==> src/rtl/instruction_encoder.sv <==
// rtl/instruction_encoder.sv - RV32I field-to-word encoder with one output register stage and an error counter
module instruction_encoder #(
    parameter int ERROR_COUNT_WIDTH = 8
) (
    input  logic                         clk,
    input  logic                         reset,
    input  logic                         in_valid,
    output logic                         in_ready,
    input  logic [2:0]                   format,
    input  logic [6:0]                   opcode,
    input  logic [4:0]                   destination_reg,
    input  logic [4:0]                   source_reg_1,
    input  logic [4:0]                   source_reg_2,
    input  logic [2:0]                   subfunction_3,
    input  logic [6:0]                   subfunction_7,
    input  logic [31:0]                  immediate,
    output logic                         out_valid,
    input  logic                         out_ready,
    output logic [31:0]                  instruction,
    output logic                         out_error,
    output logic [ERROR_COUNT_WIDTH-1:0] error_count
);

    typedef enum logic [2:0] {
        FMT_R = 3'd0,
        FMT_I = 3'd1,
        FMT_S = 3'd2,
        FMT_B = 3'd3,
        FMT_U = 3'd4,
        FMT_J = 3'd5
    } format_e;

    localparam logic [ERROR_COUNT_WIDTH-1:0] COUNT_MAX = {ERROR_COUNT_WIDTH{1'b1}};

    logic                         out_valid_q, out_valid_d;
    logic [31:0]                  instr_q, instr_d;
    logic                         err_q, err_d;
    logic [ERROR_COUNT_WIDTH-1:0] count_q, count_d;

    logic        accept;
    logic [31:0] enc_word;
    logic        enc_err;

    // Sign-extension checks: the bits above each format's immediate field must be copies of its sign bit.
    logic fits_12, fits_13, fits_21;
    assign fits_12 = (&immediate[31:11]) || ~(|immediate[31:11]);
    assign fits_13 = (&immediate[31:12]) || ~(|immediate[31:12]);
    assign fits_21 = (&immediate[31:20]) || ~(|immediate[31:20]);

    assign in_ready = !out_valid_q || out_ready;
    assign accept   = in_valid && in_ready;

    always_comb begin
        enc_word = 32'h0;
        enc_err  = 1'b0;
        case (format)
            FMT_R: begin
                enc_word = {subfunction_7, source_reg_2, source_reg_1, subfunction_3,
                            destination_reg, opcode};
            end
            FMT_I: begin
                enc_word = {immediate[11:0], source_reg_1, subfunction_3, destination_reg, opcode};
                enc_err  = !fits_12;
            end
            FMT_S: begin
                enc_word = {immediate[11:5], source_reg_2, source_reg_1, subfunction_3,
                            immediate[4:0], opcode};
                enc_err  = !fits_12;
            end
            FMT_B: begin
                enc_word = {immediate[12], immediate[10:5], source_reg_2, source_reg_1,
                            subfunction_3, immediate[4:1], immediate[11], opcode};
                enc_err  = !fits_13 || immediate[0];
            end
            FMT_U: begin
                enc_word = {immediate[31:12], destination_reg, opcode};
                enc_err  = |immediate[11:0];
            end
            FMT_J: begin
                enc_word = {immediate[20], immediate[10:1], immediate[11], immediate[19:12],
                            destination_reg, opcode};
                enc_err  = !fits_21 || immediate[0];
            end
            default: begin
                enc_word = 32'h0;
                enc_err  = 1'b1;
            end
        endcase
    end

    // Word, flag and counter only move on accept; a bare drain just drops out_valid.
    always_comb begin
        out_valid_d = out_valid_q;
        instr_d     = instr_q;
        err_d       = err_q;
        count_d     = count_q;
        if (accept) begin
            out_valid_d = 1'b1;
            instr_d     = enc_word;
            err_d       = enc_err;
            if (enc_err && (count_q != COUNT_MAX)) begin
                count_d = count_q + ERROR_COUNT_WIDTH'(1);
            end
        end else if (out_ready) begin
            out_valid_d = 1'b0;
        end
    end

    always_ff @(posedge clk) begin
        if (reset) begin
            out_valid_q <= 1'b0;
            instr_q     <= 32'h0;
            err_q       <= 1'b0;
            count_q     <= '0;
        end else begin
            out_valid_q <= out_valid_d;
            instr_q     <= instr_d;
            err_q       <= err_d;
            count_q     <= count_d;
        end
    end

    assign out_valid   = out_valid_q;
    assign instruction = instr_q;
    assign out_error   = err_q;
    assign error_count = count_q;

endmodule

==> config.mk <==
export PLATFORM = sky130hd
export DESIGN_NAME = instruction_encoder
export DESIGN_NICKNAME = d
export VERILOG_FILES = /design/src/rtl/instruction_encoder.sv
export SDC_FILE = /design/constraint.sdc
export NUM_CORES = 1
export LEC_CHECK = 0
export BUFFER_PORTS_ARGS = -buffer_cell sky130_fd_sc_hd__clkbuf_2
export CELL_PAD_IN_SITES_DETAIL_PLACEMENT = 0
export CELL_PAD_IN_SITES_GLOBAL_PLACEMENT = 1
export CORE_ASPECT_RATIO = 1.5
export CORE_MARGIN = 4
export CORE_UTILIZATION = 31
export CTS_CLUSTER_DIAMETER = 50
export DETAILED_ROUTE_END_ITERATION = 7
export PLACE_DENSITY = 0.85
export SLEW_MARGIN = 20
export SYNTH_ARGS = -nofsm -noshare
export SYNTH_HDL_FRONTEND = slang
export SYNTH_SLANG_ARGS = --single-unit
==> constraint.sdc <==
create_clock -name clk -period 3.27 [get_ports clk]
set_input_delay 0.981 -clock clk [delete_from_list [all_inputs] [get_ports clk]]
set_output_delay 0.981 -clock clk [all_outputs]
set_load 0.01 [all_outputs]
# ---- Yosys cells after proc, flatten, opt, wreduce, memory -nomap -nowiden
# Index checks and enable logic that the tools add are counted.
dict set report word_totals {
  ff_bits 42
  in_bits 71
  wordCells 41
}
dict set report op_classes {
  n_addsub 1
  eq_ne 6
  muxes 4
  bitwise 3
  n_reduce_logical 23
}
# operator count
set op_table {}
lappend op_table {{$pmux 32 s6} 1}
lappend op_table {{$reduce_or 12->1} 2}
lappend op_table {{$reduce_and 21->1} 1}
lappend op_table {{$reduce_or 21->1} 1}
lappend op_table {{$reduce_and 20->1} 1}
lappend op_table {{$reduce_or 20->1} 1}
lappend op_table {{$reduce_and 12->1} 1}
lappend op_table {{$add 8x1->8 const B} 1}
lappend op_table {{$ne 8x8->1 const B} 1}
lappend op_table {{$eq 3x2->1 const B} 2}
lappend op_table {{$eq 3x3->1 const B} 2}
lappend op_table {{$logic_or 1x1->1} 6}
lappend op_table {{$pmux 1 s5} 1}
lappend op_table {{$logic_not 1->1} 4}
lappend op_table {{$eq 3x1->1 const B} 1}
lappend op_table {{$logic_not 3->1} 1}
lappend op_table {{$not 1->1} 3}
lappend op_table {{$logic_and 1x1->1} 2}
lappend op_table {{$mux 1} 2}
lappend op_table {{$reduce_and 2->1} 1}
lappend op_table {{$reduce_bool 2->1} 1}
lappend op_table {{$reduce_or 2->1} 1}

# ---- Depth between registers and ports, before layout
dict set report depth {
  word_depth 8
  ltp_mapped 9
  depth_no_buf 7
}

# ---- Worst setup path before layout
# OpenSTA, ideal clock, no wires.
dict set report synth_path {
  kind {input -> register}
  start {in out_ready}
  end {reg count_q[7] (netlist: error_count[7])}
  arrival_time_ps 2561
  required_ps 3199
  slack_ps 638
  stages 9
  n_path_buf 2
  cell_sequence {nand2b_4 and2_1 buf_6 o211ai_2 a211o_1 and2_4 buf_6 or4_1 a21oi_1}
}
dict set report synth_via {
  elab_chain_len 3
}
# element line
set synth_lines {}
lappend synth_lines {{start: declaration} 18} ;# input logic out_ready,
lappend synth_lines {{$logic_or 1x1->1} 50} ;# assign in_ready = !out_valid_q || out_ready;
lappend synth_lines {{$logic_and 1x1->1} 51} ;# assign accept = in_valid && in_ready;
lappend synth_lines {{$reduce_and 2->1 (no source line)} -}
lappend synth_lines {{end signal: assignment} 119} ;# count_q <= count_d;
lappend synth_lines {{end: declaration} 38} ;# logic [ERROR_COUNT_WIDTH-1:0] count_q, count_d;
# No other way between the ends.
# A chain may end at the register's enable or synchronous reset.

# ---- Worst setup path after layout
dict set report layout_path {
  start {in immediate[29]}
  end {reg count_q[5] (netlist: error_count[5])}
}
dict set report layout_via {
  elab_chain_len 8
  elab_cells_between_ends 20
  cone_classes {mux: 1; bitwise: 3; reduce/logical: 16}
}
# element line
set layout_lines {}
lappend layout_lines {{start: declaration} 16} ;# input logic [31:0] immediate,
lappend layout_lines {{$reduce_or 20->1 or $reduce_or 12->1 (tied branches)} {47, 48}}
lappend layout_lines {{$not 1->1 (on tied branches)} {47, 48}}
lappend layout_lines {{$logic_or 1x1->1 (on tied branches)} {47, 48}}
lappend layout_lines {{$logic_not 1->1 (on tied branches)} {73, 82}}
lappend layout_lines {{$logic_or 1x1->1 (on tied branches)} {73, 82}}
lappend layout_lines {{$pmux 1 s5 *} 56} ;# case (format)
lappend layout_lines {{$logic_and 1x1->1 *} 101} ;# if (enc_err && (count_q != COUNT_MAX)) begin
lappend layout_lines {{$reduce_and 2->1 (no source line) *} -}
# Mark *: on every way between the ends. The rest lies on a longest branch, timed or not.

==> impl_metrics.yaml <==
clocking:
  cts_buffers: 5
  worstSkewPairLatency_ns: 0.29
  path_clk_slew_ns: 0.08
  cts_tree: "yes"
  clk_path_buf_depth: 2
  cts-root-buf: "clkbuf_8"
  cts.htree.levels: 2
  cts.sinks: 42
  cts_resized: 0
  hold_buffers: 0
  cts_setup_buffers: 0
die:
  die_area_um2: 8580
  initial_core_util_pct: 32.1
  num_rows: 37
  chipHeight_um: 111
  die_w_um: 77.0
  pin_count: 114
  core_area_um2: 6900
logic_synthesis:
  synth_cell_type_count: 48
  synth.area.mux_share_pct: 4.24
  syn_inst: 275
  synth_seq_cells: 42
  synthSimpleGateAreaFrac_pct: 23.5
  synth_xor_area_share_pct: 0.792
  netlist_area_um2: 2210
  synth_nets: 347
  synth-compound-area-share_pct: 26.7
  synth-adder-area-share_pct: 0.566
  synth_top_family_by_area: "compound AO/OA/AOI/OAI gates"
  ys_seq_area_share_pct: 38.0
  yosys_warnings: 0
  avgSynthCellArea_um2: 8.04
global_routing:
  gr-total-overflow: 0
  grtUsageTotal_pct: 17.3
  grt_pass1_vias: 2479
  grt_pass1_wl_um: 12000
  antenna_found_initial: 0
  grt_max_degree: 32
place:
  dp_hpwl_um: 5770
  place_congestion: 0.849
  port_buffers: 113
layout:
  areaGrowthSynthToFinish_pct: 31.9
  post-route-util_pct: 42.3
  fill_cells: 735
  n_antenna_cell: 0
  final_layout_size_suffix_gt1_share_pct: 35.9
  nets: 453
min_path:
  holdCritStartpoint: "out_error"
  hp-class: "reg -> reg"
flow_run:
  max_cap_viol_count: 0
timing:
  worst_pin_slew_ns: 0.871
  min_period_ns: 2.62
  fin_crit_sh_pct: 80.0
  slew_headroom_pct: 41.9
  rsz0062_at_grt: "no"
  finClkSkew_ns: 0.00462
  setup_tns_ns: 0
  hold_viol: 0
  clock.fmax_mhz: 382
  setup_viol: 0
  slew_violations: 0
critical_path:
  r2r_start: "out_valid"
  worst-setup-path-type: "in -> reg"
  arrival_ns: 2.80
  worstPathRequired_ns: 3.45
  crit_fanout: 10
  worst_setup_path_end_kind: "register"
  cp-start-kind: "input pin"
  cp-startpoint: "immediate[29]"
outcome:
  status: "complete, no violations"
drt:
  dr.max_layer_used: "met4"
  via_per_inst: 5.37
  dr_wl_met3_um: 382
  wl_per_cell_um: 16.1
  vias: 2470
  wirelength_um: 7400
  drtIter0Drc: 103
  wl_met1_um: 3040
  first_pass_iters: 4
  route.detailed.drc: 0
  ant_nets: 0
  dr_wl_met2_um: 3760
pwr:
  leakagePower_uw: 0.00132
  p_per_area_nw_per_um2: 403
  vdd_ir_drop_max_mv: 0.174
-- cell usage after synthesis (all sizes together) --
library cell,count,area (um^2)
dfxtp,42,841
nor2,42,176
o21ai,25,125
nand2,24,90.1
a22oi,16,120
clkbuf,16,60.1
nor3,14,70.1
a221oi,13,114
a21oi,11,55.1
nor4,8,50.1
buf,6,50.0
inv,6,25.0
mux2i,6,60.1
a221o,5,50.1
nand4,5,31.3
a211oi,3,22.5
mux2,3,33.8
nand3,3,15.0
or3,3,18.8
and2,2,15.0
nor2b,2,12.5
o211ai,2,20.0
o221ai,2,17.5
xnor2,2,17.5
a211o,1,8.76
a311oi,1,8.76
a31oi,1,6.26
and3,1,6.26
ha,1,12.5
nand2b,1,13.8
nor3b,1,7.51
o2111ai,1,8.76
o22ai,1,6.26
o31ai,1,7.51
o32ai,1,8.76
o41a,1,11.3
or2,1,6.26
or4,1,7.51
-- logic make-up (layout without fill, tap and decap cells) --
family,Yosys count,after routing
muxes,9,9
and+or+nand+nor,108,108
adders and majority gates,1,1
DFF,42,42
AOI/OAI and AO/OA,85,85
xor gates and xnor gates,2,2
buffers and inverters,28,135
-- final timing paths --
kind / endpoint / slack, ns / cells past startpoint
worst min register to register: out_error / 0.47 / 2
worst min-delay path: out_error / 0.47 / 2
worst max-delay path: error_count[5] / 0.65 / 8
worst max register to register: error_count[7] / 1.23 / 8
-- sequential cells by signal, summed over array words and instances (netlist names) --
name / flops
out_error: 1
error_count: 8
out_valid: 1
instruction: 32
-- cells in the final DEF, fill, tap and decap left out, types with 2 or more instances in the layout --
| master | netlist | routed |
|---|---|---|
| o221ai_1 | 2 | 2 |
| inv_1 | 4 | 4 |
| a21oi_1 | 11 | 11 |
| mux2i_1 | 6 | 6 |
| o21ai_0 | 25 | 25 |
| dfxtp_1 | 42 | 42 |
| xnor2_1 | 2 | 2 |
| a221o_1 | 5 | 5 |
| mux2_1 | 2 | 2 |
| buf_4 | 1 | 8 |
| nand4_1 | 5 | 5 |
| clkbuf_8 | 0 | 6 |
| nand2_1 | 24 | 24 |
| nor4_1 | 8 | 8 |
| or3_1 | 3 | 3 |
| a22oi_1 | 16 | 16 |
| a211oi_1 | 3 | 3 |
| nor3_1 | 14 | 14 |
| clkbuf_2 | 0 | 113 |
| nand3_1 | 3 | 3 |
| nor2b_1 | 2 | 2 |
| a221oi_1 | 13 | 13 |
| nor2_1 | 40 | 40 |
-- per-layer routing --
layer | vias up | global-route usage (%)
met2 | 82 | 29.7
met4 | 0 | 7.01
li1 | 1233 | -
met3 | 15 | 3.72
met1 | 1140 | 20.6
met5 | - | 0
-- report_power, final --
| group | internal [uW] | total, uW | switching [uW] |
|---|---|---|---|
| clock network | 171 | 349 | 178 |
| logic | 113 | 264 | 151 |
| registers | 544 | 562 | 18.1 |
| total | 827 | 1170 | 347 |
-- stage by stage --
stage | hold WS [ns] | cell area [um^2] | instances | total power [uW] | setup WS [ns]
after floorplan | 0.481 | 2210 | 275 | 721 | 0.638
after global placement | 0.474 | 2820 | 452 | 837 | 0.445
after detailed placement | 0.468 | 2820 | 452 | 840 | 0.377
after CTS | 0.480 | 2920 | 460 | 1190 | 0.692
after global routing | 0.514 | 2920 | 460 | 1250 | 0.577
final | 0.470 | 2920 | 460 | 1170 | 0.653
-- worst max-delay path, cell delays in order --
cell and delay [ns]:
clkbuf_2 0.10, nand4_1 0.09, or3_1 0.45, o32ai_1 0.35, o41a_1 0.22, and2_4 0.21, nor3_1 0.07, mux2_1 0.33
-- layout make-up --
cell class	count	area [um^2]	area share (%)
clock buffers	7	86.3	2.96
clock inverters	1	5.00	0.172
inverters	6	25.0	0.858
multi-input cells	205	1230	42.4
flip-flops and latches	42	841	28.8
well taps	78	97.6	3.35
repair buffers	121	626	21.5
Note: power is estimated with default switching activity, not from simulation.
